### config.mk
export PLATFORM = sky130hd
export DESIGN_NAME = mem_loader_flat
export DESIGN_NICKNAME = d
export VERILOG_FILES = /design/src/rtl/mem_loader_if.sv /design/src/rtl/mem_loader.sv /design/src/flat_wrapper.sv
export SDC_FILE = /design/constraint.sdc
export NUM_CORES = 1
export LEC_CHECK = 0
export ABC_CLOCK_PERIOD_IN_PS = 1800
export CORE_UTILIZATION = 49
export CTS_BUF_LIST = sky130_fd_sc_hd__clkbuf_8
export CTS_CLUSTER_SIZE = 28
export DETAILED_ROUTE_END_ITERATION = 16
export PLACE_DENSITY = 0.78
export SLEW_MARGIN = 40
export SYNTH_ARGS = -nofsm -noshare
export SYNTH_HDL_FRONTEND = slang
export SYNTH_SLANG_ARGS = --single-unit
### constraint.sdc
create_clock -name clk -period 1.8 [get_ports clk]
set_clock_uncertainty 0.1 [all_clocks]
set_input_delay 0.27 -clock clk [delete_from_list [all_inputs] [get_ports clk]]
set_output_delay 0.27 -clock clk [all_outputs]
set_load 0.03 [all_outputs]
### src/rtl/mem_loader_if.sv
// Byte-stream handshake into the boot loader: a source (master) offers bytes,
// the loader (slave) accepts them when in_ready is high.
interface mem_loader_if;
    logic       in_valid;
    logic [7:0] in_data;
    logic       in_last;
    logic       in_ready;

    modport master (
        output in_valid,
        output in_data,
        output in_last,
        input  in_ready
    );

    modport slave (
        input  in_valid,
        input  in_data,
        input  in_last,
        output in_ready
    );
endinterface

### src/rtl/mem_loader.sv
// Boot-time program loader: packs a byte stream big-endian into 32-bit words,
// writes them sequentially to memory and holds the CPU in reset until the image is loaded.
module mem_loader #(
    parameter int unsigned ADDR_WIDTH = 8,
    parameter int unsigned MAX_WORDS  = 256,
    parameter int unsigned START_ADDR = 0
) (
    input  logic                  clk,
    input  logic                  reset,
    mem_loader_if.slave           stream,
    output logic                  mem_we,
    output logic [ADDR_WIDTH-1:0] mem_addr,
    output logic [31:0]           mem_wdata,
    output logic                  cpu_reset,
    output logic                  done,
    output logic                  error,
    output logic [ADDR_WIDTH:0]   word_count
);

    localparam logic [ADDR_WIDTH:0]   MaxWords  = (ADDR_WIDTH + 1)'(MAX_WORDS);
    localparam logic [ADDR_WIDTH-1:0] StartAddr = ADDR_WIDTH'(START_ADDR);

    typedef enum logic [1:0] {StLoad, StWrite, StDone, StErr} state_e;

    state_e                state_q, state_d;
    logic [1:0]            lane_q, lane_d;
    logic [31:0]           partial_q, partial_d;
    logic                  last_q, last_d;
    logic                  in_ready_q, in_ready_d;
    logic                  mem_we_q, mem_we_d;
    logic [ADDR_WIDTH-1:0] mem_addr_q, mem_addr_d;
    logic [31:0]           mem_wdata_q, mem_wdata_d;
    logic                  cpu_reset_q, cpu_reset_d;
    logic                  done_q, done_d;
    logic                  error_q, error_d;
    logic [ADDR_WIDTH:0]   word_count_q, word_count_d;

    logic                  accept;
    logic                  word_full;
    logic [31:0]           word_next;
    logic [ADDR_WIDTH:0]   count_inc;

    // in_ready_q is only ever high in StLoad, so it alone qualifies acceptance.
    assign accept    = stream.in_valid & in_ready_q;
    assign word_full = accept & ((lane_q == 2'd3) | stream.in_last);
    assign count_inc = word_count_q + 1'b1;

    always_comb begin
        word_next = partial_q;
        unique case (lane_q)
            2'd0: word_next = partial_q | {stream.in_data, 24'h0};
            2'd1: word_next = partial_q | {8'h0, stream.in_data, 16'h0};
            2'd2: word_next = partial_q | {16'h0, stream.in_data, 8'h0};
            2'd3: word_next = partial_q | {24'h0, stream.in_data};
        endcase
    end

    always_ff @(posedge clk) begin
        if (reset) begin
            state_q      <= StLoad;
            lane_q       <= 2'd0;
            partial_q    <= 32'h0;
            last_q       <= 1'b0;
            in_ready_q   <= 1'b0;
            mem_we_q     <= 1'b0;
            mem_addr_q   <= StartAddr;
            mem_wdata_q  <= 32'h0;
            cpu_reset_q  <= 1'b1;
            done_q       <= 1'b0;
            error_q      <= 1'b0;
            word_count_q <= '0;
        end else begin
            state_q      <= state_d;
            lane_q       <= lane_d;
            partial_q    <= partial_d;
            last_q       <= last_d;
            in_ready_q   <= in_ready_d;
            mem_we_q     <= mem_we_d;
            mem_addr_q   <= mem_addr_d;
            mem_wdata_q  <= mem_wdata_d;
            cpu_reset_q  <= cpu_reset_d;
            done_q       <= done_d;
            error_q      <= error_d;
            word_count_q <= word_count_d;
        end
    end

    always_comb begin
        state_d = state_q;
        unique case (state_q)
            StLoad: begin
                if (word_full) state_d = StWrite;
            end
            StWrite: begin
                if (last_q)                     state_d = StDone;
                else if (count_inc == MaxWords) state_d = StErr;
                else                            state_d = StLoad;
            end
            default: state_d = state_q;
        endcase
    end

    always_comb begin
        lane_d       = lane_q;
        partial_d    = partial_q;
        last_d       = last_q;
        mem_we_d     = 1'b0;
        mem_addr_d   = mem_addr_q;
        mem_wdata_d  = mem_wdata_q;
        word_count_d = word_count_q;
        cpu_reset_d  = cpu_reset_q;
        done_d       = done_q;
        error_d      = error_q;
        in_ready_d   = (state_d == StLoad);

        if (state_q == StLoad && accept) begin
            partial_d = word_next;
            lane_d    = lane_q + 2'd1;
            last_d    = stream.in_last;
            if (word_full) begin
                mem_we_d    = 1'b1;
                mem_addr_d  = StartAddr + word_count_q[ADDR_WIDTH-1:0];
                mem_wdata_d = word_next;
            end
        end

        if (state_q == StWrite) begin
            word_count_d = count_inc;
            partial_d    = 32'h0;
            lane_d       = 2'd0;
        end

        if (state_d == StDone) begin
            cpu_reset_d = 1'b0;
            done_d      = 1'b1;
        end
        if (state_d == StErr) error_d = 1'b1;
    end

    assign stream.in_ready = in_ready_q;
    assign mem_we          = mem_we_q;
    assign mem_addr        = mem_addr_q;
    assign mem_wdata       = mem_wdata_q;
    assign cpu_reset       = cpu_reset_q;
    assign done            = done_q;
    assign error           = error_q;
    assign word_count      = word_count_q;

endmodule

### src/flat_wrapper.sv
// flat-port wrapper written by rule: the top's interface ports become plain ports
module mem_loader_flat 
#(
    parameter int unsigned ADDR_WIDTH = 8,
    parameter int unsigned MAX_WORDS  = 256,
    parameter int unsigned START_ADDR = 0
)
  (clk, reset, mem_we, mem_addr, mem_wdata, cpu_reset, done, error, word_count, stream_in_valid, stream_in_data, stream_in_last, stream_in_ready);
  mem_loader_if stream_i ();
  input  logic clk;
  input  logic reset;
  output logic mem_we;
  output logic [ADDR_WIDTH-1:0] mem_addr;
  output logic [31:0] mem_wdata;
  output logic cpu_reset;
  output logic done;
  output logic error;
  output logic [ADDR_WIDTH:0] word_count;
  input wire logic [$bits(stream_i.in_valid)-1:0] stream_in_valid;
  input wire logic [$bits(stream_i.in_data)-1:0] stream_in_data;
  input wire logic [$bits(stream_i.in_last)-1:0] stream_in_last;
  output wire logic [$bits(stream_i.in_ready)-1:0] stream_in_ready;
  assign stream_i.in_valid = stream_in_valid;
  assign stream_i.in_data = stream_in_data;
  assign stream_i.in_last = stream_in_last;
  assign stream_in_ready = stream_i.in_ready;
  mem_loader #(.ADDR_WIDTH(ADDR_WIDTH), .MAX_WORDS(MAX_WORDS), .START_ADDR(START_ADDR)) u_core (.clk(clk), .reset(reset), .stream(stream_i), .mem_we(mem_we), .mem_addr(mem_addr), .mem_wdata(mem_wdata), .cpu_reset(cpu_reset), .done(done), .error(error), .word_count(word_count));
endmodule
==> results of run 1 <==
==> layout by cell type, fill, tap and decap left out, types with 2 or more instances in the layout <==
master	netlist	layout
a211oi_1	7	6
xor2_1	6	6
o21ai_4	0	2
clkbuf_8	0	11
clkdlybuf4s50_1	0	53
nand2b_1	2	2
dfxtp_1	91	84
inv_1	3	4
buf_4	0	34
mux2i_1	2	2
nand3_2	0	2
a22oi_2	0	3
o21ai_1	1	2
dfxtp_2	0	3
nand3_1	5	3
nor3_1	5	5
nor2_1	52	51
xnor2_1	5	5
dlygate4sd2_1	0	10
ha_4	0	2
inv_2	0	2
buf_12	0	3
nand2_1	135	134
or2_2	2	2
ha_2	0	3
nor2b_1	7	6
a21o_1	2	2
buf_6	2	5
dfxtp_4	0	4
a21oi_1	100	100
==> per-stage QoR <==
step / area (µm²) / TNS, ps
6_report: 5120 / 0
5_1_grt: 5120 / -283
4_1_cts: 4940 / -1.60
3_5_place_dp: 4720 / -518
3_3_place_gp: 4720 / -171
2_1_floorplan: 3800 / -51.4
==> registers in the layout, indices dropped and copies added (netlist names) <==
signal / cells
u_core.state_q: 2
u_core.cpu_reset: 1
u_core.stream.in_ready: 1
u_core.done: 1
u_core.last_q: 1
u_core.lane_q: 2
u_core.mem_wdata: 32
u_core.partial_q: 32
u_core.mem_addr: 8
u_core.mem_we: 1
u_core.word_count: 9
u_core.error: 1
==> cells by family after synthesis <==
group	Yosys count	synth area share
XOR/XNOR	11	0.0256
multiplexers	2	0.00533
AND/OR/NAND/NOR	217	0.238
adder cells (fa/ha/maj)	6	0.0200
flip-flops	91	0.485
buffers and inverters	41	0.0483
AO/OA/AOI/OAI	123	0.178
==> synth_stat cells, types with 2 or more instances <==
master,count,share of area
nand2_1,135,0.13
xnor2_1,5,0.012
nor3_1,5,0.0067
a22oi_1,3,0.0060
nand2b_1,2,0.0033
inv_1,3,0.0030
xor2_1,6,0.014
a21oi_1,100,0.13
o21ai_0,4,0.0053
buf_6,2,0.0060
a211oi_1,7,0.014
nand3_1,5,0.0067
buf_2,10,0.013
buf_1,2,0.0020
a31oi_1,2,0.0033
mux2i_1,2,0.0053
nor2b_1,7,0.012
nor2_1,52,0.052
dfxtp_1,91,0.48
clkbuf_1,24,0.024
ha_1,6,0.020
or2_2,2,0.0033
a21o_1,2,0.0040
==> worst max-delay path, delay by kind of cell (launching register included) <==
family	cells	cell delay, ps
AO/OA/AOI/OAI	3	750
XOR/XNOR	1	120
adder cells (fa/ha/maj)	1	160
buffers and inverters	1	120
flip-flops	1	380
AND/OR/NAND/NOR	1	50
==> per-layer routing <==
layer,vias up,part of all wire,GRT usage
met3,28,0.060,0.0539
met4,0,0.026,0.105
li1,1777,-,-
met2,135,0.50,0.452
met5,-,0,0
met1,1749,0.41,0.315
==> layout make-up <==
type,count,area [µm²],share of cell area
clock buffer,11,151,0.0296
clock inverter,5,46.3,0.00904
inverter,3,11.3,0.00220
multi-input combinational,359,1910,0.374
sequential,91,1840,0.359
tap,99,124,0.0242
timing repair buffer,108,1030,0.202
==> worst min-delay path by stage <==
stage	start	endpoint	slack (ps)
after floorplan	stream_in_last	u_core.last_q$_SDFFE_PP0P_	310
after global placement	u_core.partial_q[24]$_SDFFE_PP0P_	u_core.partial_q[24]$_SDFFE_PP0P_	340
after detailed placement	u_core.mem_addr[4]$_SDFFE_PP0P_	u_core.mem_addr[4]$_SDFFE_PP0P_	350
after CTS	reset	u_core.partial_q[20]$_SDFFE_PP0P_	270
after global routing	reset	u_core.partial_q[19]$_SDFFE_PP0P_	300
final	reset	u_core.partial_q[19]$_SDFFE_PP0P_	280
==> power by group <==
part / switching (µW) / internal (µW) / leakage, µW / total [µW]
combinational: 282 / 196 / 0.00105 / 478
clock: 677 / 702 / 0.000113 / 1380
sequential: 26.3 / 2040 / 0.000740 / 2070
==> timing repair <==
action | 4_1_cts | 5_1_grt
endpoints found under the hold margin | 0 | 0
gates resized for setup | 19 | 30
buffers inserted | 1 | 5
setup endpoints to repair | 22 | 71
pin swaps | 7 | 14
cloned | 0 | 2
==> summary.md, run 1 <==
| Metric | Value |
|---|---|
| Run status | finished clean |
| Worst slack, placed | -129 ps |
| Number of antenna violations at the first check in global routing | 0 |
| Worst voltage drop across the vdd grid | approximately 0.54 mV |
| Static Leakage | 0.00190 µW |
| Synthesized area per cell | 7.66 µm² |
| Routed Antenna Nets | 0 |
| Via total after detailed routing | 3689 |
| Area of the core region | ~7300 µm² |
| Final routed wire length divided by cell count | 15.3 µm |
| Largest fanout on the critical path | 4 |
| Final cell utilization of the core | 0.698 |
| Primary FF master, synth | dfxtp_1 |
| Detailed-route DRC error count | 0 |
| Required time of the critical path | approximately 2000 ps |
| Critical register-to-register path endpoint | u_core.stream.in_ready$_SDFF_PP0_ |
| Port-buffer cells | 65 |
| Synth cell types | 37 |
| Fin crit share | 0.998 |
| Worst relative slew slack | 0.705 |
| Post-CTS clock slew at the launch and capture registers of the worst setup and hold paths | approximately 90 ps |
| DP Wirelength | between 6000 and 7000 µm |
| Number of nets in the finished design | slightly below 600 |
| Critical setup path kind | register to register |
| Synthesis-stage register bit count | 91 |
| Total power of the final layout | 3930 µW |
| CP max-delay cell | dfxtp_4 |
| Category of the worst setup path launch point | register |
| Slew at the pin closest to its max-slew limit | roughly 440 ps |
| Wire length of the first global-routing pass | approximately 16000 µm |
| Critical path endpoint | u_core.stream.in_ready$_SDFF_PP0_ |
| Worst-path cell chain | ha_4 -> nand2_4 -> buf_6 -> xnor2_1 -> a31o_1 -> a21o_1 -> a2111oi_2 |
| Origin of the critical flop-to-flop path | u_core.word_count[1]$_SDFFE_PP0P_ |
| Maximum number of pins on one net before global-route repair | 38 |
| Share of layout cells above drive strength 1 | 0.165 |
| CP startpoint | u_core.word_count[1]$_SDFFE_PP0P_ |
| Number of global-route vias before repair | 3304 |
| Post-synth net total | approximately 510 |
| RePlAce Congestion | just over 0.8 |
| Fin worst setup slack | ~3.5 ps |
| WP data arrival | approximately 2000 ps |
| Clk root buf | clkbuf_8 |
| Maximum single-stage delay on the critical path | 380 ps |
| Maximum clock insertion buffer count | 2 |
| Number of vias per cell | ~5.5 |
| Hold Crit Depth | 4 |
| Max-slew violation count | 0 |
| Number of buffers created by CTS | 9 |
| Width of the chip | 89.6 µm |
| Final worst path period need | around 1800 ps |
| Clock tree from TritonCTS | yes |
| Final count of hold timing violations | 0 |
| Clock insertion delay at the later pin of the skew report | 350 ps |
| R2R Setup Slk | roughly 3.5 ps |
| Initial drt markers | 231 |
| H-Tree Level Count | 3 |
| EDFF count, synth | 0 |
| Yosys synthesis warning count | 0 |
| Sink count of the clock tree | 91 |
| All-Layer GR Usage | 0.260 |
| Number of fill cells | about 550 |
| Worst setup EP type | register |
| FF-to-FF path depth | 7 |
| Gate count after technology mapping | roughly 500 |
| Post-synthesis sequential area ratio | 0.485 |
| Number of diodes added for antenna fixing | 0 |
| Total I/O pin count | 66 |
| Number of buffers added to fix hold violations after cts | 0 |
| Vertical die dimension | about 90 µm |
| Final cell count without fillers | 676 |
| Starting density of the core | 0.513 |
| Power density of the placed cells | ~770 nW/µm² |
| Overflow left after global routing | 0 |
| Final setup violation count | 0 |
| Worst hold slack | 281 ps |
| Number of placed cells counting well taps | between 600 and 700 |
| Total length of routed wires | roughly 10000 µm |
| 1st-pass router iterations | 5 |
| Worst Hold Class | primary input to register |
| Full die area | between 8000 and 9000 µm² |
| Highest clock frequency the design can meet | approximately 560 MHz |
| Number of rows in the core area | 31 |
| Proportion of synthesized flip-flops having asynchronous set or reset | 0 |
| Layout Area Growth over Synthesis | 36.2% |
| Max-cap violations | 0 |
| Setup repair after global routing missed its margin | yes |
| Combined area of all synthesized cells | 3760 µm² |
(Power assumes the default switching activity.)
==> run 2, diff against run 1 <==
- ABC_AREA: unset -> 1
==> run 2 against run 1 <==
Compared with the run above: sequential power rose by 4%; worst setup slack improved by 34 ps; non-clock buffer count down 16.
==> summary.md, run 2 <==
| Metric | Value |
|---|---|
| Crit. path cell count | 1 (-6) |
| Origin of the critical flop-to-flop path | u_core.word_count[1]$_SDFFE_PP0P_ |
| H-Tree Level Count | 3 (unchanged) |
| Starting density of the core | 0.515 (+0.00189) |
| CP max-delay cell | clkdlybuf4s50_1 |
| Met1 global-route usage | 0.314 (-0.00115) |
| Max-slew violation count | 0 (unchanged) |
| Run status | finished clean |
| Initial drt markers | 273 (+18%) |
| Final count of hold timing violations | 0 (unchanged) |
| Worst voltage drop across the vdd grid | 0.513 mV (-5.3%) |
| Via total after detailed routing | 3686 (-0.081%) |
| Routed Antenna Nets | 0 (unchanged) |
| CP startpoint | u_core.mem_wdata[0]$_SDFFE_PP0P_ |
| Critical setup path kind | register to output pin |
| Clk root buf | clkbuf_8 |
| Critical register-to-register path endpoint | u_core.done$_SDFFE_PP0N_ |
| Grt met3 use | 0.0482 (-0.00571) |
| Fin crit share | 0.979 (-0.0189) |
| Post-CTS clock slew at the launch and capture registers of the worst setup and hold paths | 90 ps (about the same) |
| Cell family with the largest share of critical-path delay | buffers and inverters |
| Width of the chip | 90.0 µm (+0.44%) |
| Maximum single-stage delay on the critical path | 680 ps (+300 ps) |
| Clock tree from TritonCTS | yes |
| Library cell with the highest instance count after synthesis | dfxtp_1 |
| Highest-count cells in the layout ignoring fill and taps | dfxtp_1 (85), a21oi_1 (69), o21ai_0 (68) |
| Final routed wire length divided by cell count | 14.4 µm (-5.9%) |
| WP data arrival | 1390 ps (-560 ps) |
| Number of diodes added for antenna fixing | 0 (unchanged) |
| Primary FF master, synth | dfxtp_1 |
| Post-synthesis sequential area ratio | 0.480 (-0.00432) |
| Power density of the placed cells | 871 nW/µm² (+14%) |
| Final setup violation count | 0 (unchanged) |
| GR met2 Demand/Resource | 0.390 (-0.0620) |
| R2R Setup Slk | 70 ps (+70 ps) |
| Area of the core region | 7370 µm² (+0.53%) |
| Worst-path cell chain | clkdlybuf4s50_1 |
| Sink count of the clock tree | 91 (unchanged) |
| Leading cell type in the layout, fill and taps excluded | dfxtp_1 |
| RePlAce Congestion | 0.857 (+5.6%) |
| Worst relative slew slack | 0.777 (+0.0716) |
| Slew at the pin closest to its max-slew limit | 334 ps (-105 ps) |
| Detailed-route DRC error count | 0 (unchanged) |
| Area share of the largest cell type after synthesis | 0.480 (-0.00432) |
| Full die area | 8100 µm² (+0.88%) |
| Buffering stage count on the worst path with inverters included | 1 (unchanged) |
| Worst Hold Class | register to register |
| DP Wirelength | 6580 µm (-0.43%) |
| Top cells by instance count after synthesis | dfxtp_1 (91), o21ai_0 (74), a21oi_1 (69), nand2_1 (60), nor2_1 (53) |
| Cells taking the most area after synthesis | dfxtp_1 (48%), o21ai_0 (9.8%), a21oi_1 (9.1%), nand2_1 (5.9%), nor2_1 (5.2%) |
| Gr busiest metal | met2 |
| Critical path endpoint | mem_wdata[0] |
| EDFF count, synth | 0 (unchanged) |
| Layout Area Growth over Synthesis | 35.7% |
| Required time of the critical path | 1430 ps (-520 ps) |
| Number of nets in the finished design | 596 (+1.0%) |
| Wire length of the first global-routing pass | 15500 µm (-1.8%) |
| Port-buffer cells | 65 (unchanged) |
| Share of layout cells above drive strength 1 | 0.146 (-0.0188) |
| Number of buffers created by CTS | 9 (unchanged) |
| Number of rows in the core area | 31 (unchanged) |
| Combined area of all synthesized cells | 3790 µm² (+0.90%) |
| Post-synth net total | 517 (+1.6%) |
| Hold Crit Depth | 2 (-2) |
| Largest fanout on the critical path | 2 (-2) |
| Number of vias per cell | 5.40 (-0.96%) |
| Synth cell types | 24 (-35%) |
| Static Leakage | 0.00227 µW (+19%) |
| Number of global-route vias before repair | 3259 (-1.4%) |
| FF-to-FF path depth | 12 (+5) |
| Worst setup EP type | output pin |
| Total length of routed wires | 9840 µm (-5.1%) |
| Highest clock frequency the design can meet | 567 MHz (+1.9%) |
| Maximum clock insertion buffer count | 2 (unchanged) |
| Total I/O pin count | 66 (unchanged) |
| Area leader, netlist | dfxtp_1 |
| Maximum number of pins on one net before global-route repair | 35 (-7.9%) |
| Final worst path period need | 1760 ps (-34.1 ps) |
| Synthesis-stage register bit count | 91 (unchanged) |
| Total power of the final layout | 4480 µW (+14%) |
| Vertical die dimension | 90.0 µm (+0.44%) |
| Number of fill cells | 583 (+6.8%) |
| 1st-pass router iterations | 6 (+1) |
| Clock insertion delay at the later pin of the skew report | 350 ps (about the same) |
| Yosys synthesis warning count | 0 (unchanged) |
| Category of the worst setup path launch point | register |
| Number of antenna violations at the first check in global routing | 0 (unchanged) |
| Gate count after technology mapping | 499 (+1.6%) |
| Proportion of synthesized flip-flops having asynchronous set or reset | 0 (unchanged) |
| All-Layer GR Usage | 0.237 (-0.0237) |
| Overflow left after global routing | 0 (unchanged) |
| Final cell utilization of the core | 0.698 (about the same) |
| Max-cap violations | 0 (unchanged) |
| Synthesized area per cell | 7.60 µm² (-0.72%) |
-- run 2: cell types whose count changed after synthesis, moves of 6 or more --
cell,previous run,this run
a21oi_1,100,69
clkbuf_1,24,13
inv_1,3,51
nand2_1,135,60
nand3_1,5,16
nor2b_1,7,0
o21ai_0,4,74
o21bai_1,1,13
o22ai_1,0,14
xor2_1,6,0
-- run 2: worst min path at each step --
stage | slack (ps) | to | from
2_1_floorplan | 340 | u_core.last_q$_SDFFE_PP0P_ | stream_in_last
3_3_place_gp | 340 | u_core.cpu_reset$_SDFFE_PP1N_ | u_core.cpu_reset$_SDFFE_PP1N_
3_5_place_dp | 360 | u_core.partial_q[2]$_SDFFE_PP0P_ | u_core.partial_q[2]$_SDFFE_PP0P_
4_1_cts | 370 | u_core.partial_q[2]$_SDFFE_PP0P_ | u_core.partial_q[2]$_SDFFE_PP0P_
5_1_grt | 390 | u_core.partial_q[0]$_SDFFE_PP0P_ | u_core.partial_q[0]$_SDFFE_PP0P_
6_report | 360 | u_core.cpu_reset$_SDFFE_PP1N_ | u_core.cpu_reset$_SDFFE_PP1N_
-- run 2: where the power goes --
part           leakage (µW)  switching [µW]  internal (µW)
Sequential         0.000745            50.1           2110
Clock              0.000127             693            951
Combinational       0.00139             411            270
-- run 2: through the flow --
stage                     TNS (ps)  hold slack, ps  setup WS [ps]  std cells  cell area (µm²)
final                            0             362           37.5        682             5150
after CTS                        0             371          0.612        676             4950
after global placement           0             338           62.4        660             4710
after floorplan                  0             337           42.0        499             3790
after global routing         -91.4             392          -36.2        682             5150
after detailed placement         0             358           3.78        660             4710
-- run 2: area by class of cell --
type                    instances  area [µm²]  area share
clock inverters                 6         104      0.0202
multi-input cells             329        1770       0.343
repair buffers                 92         977       0.190
well taps                      99         124      0.0241
inverters                      55         206      0.0401
flip-flops and latches         91        1830       0.356
clock buffers                  10         138      0.0267
-- run 2: layer usage --
metal,vias to the layer above,routed length [µm]
met5,-,0
met3,21,581
met1,1717,4260
met2,137,4820
met4,0,176
li1,1811,-
-- run 2: cell families (layout without fill, tap and decap cells) --
family,Yosys count,after routing,share of synthesized area
DFF,91,91,0.480
AOI/OAI and AO/OA,177,177,0.250
and+or+nand+nor,144,145,0.164
muxes,1,1,0.00264
adders and majority gates,6,6,0.0198
buffers and inverters,80,163,0.0828
-- run 2: repair_timing --
item | CTS | global route
setup buffers | 0 | 5
hold buffers | 0 | 0
pin swaps | 0 | 9
gates resized for setup | 9 | 48
endpoints found under the setup margin | 9 | 47
cloned | 0 | 1
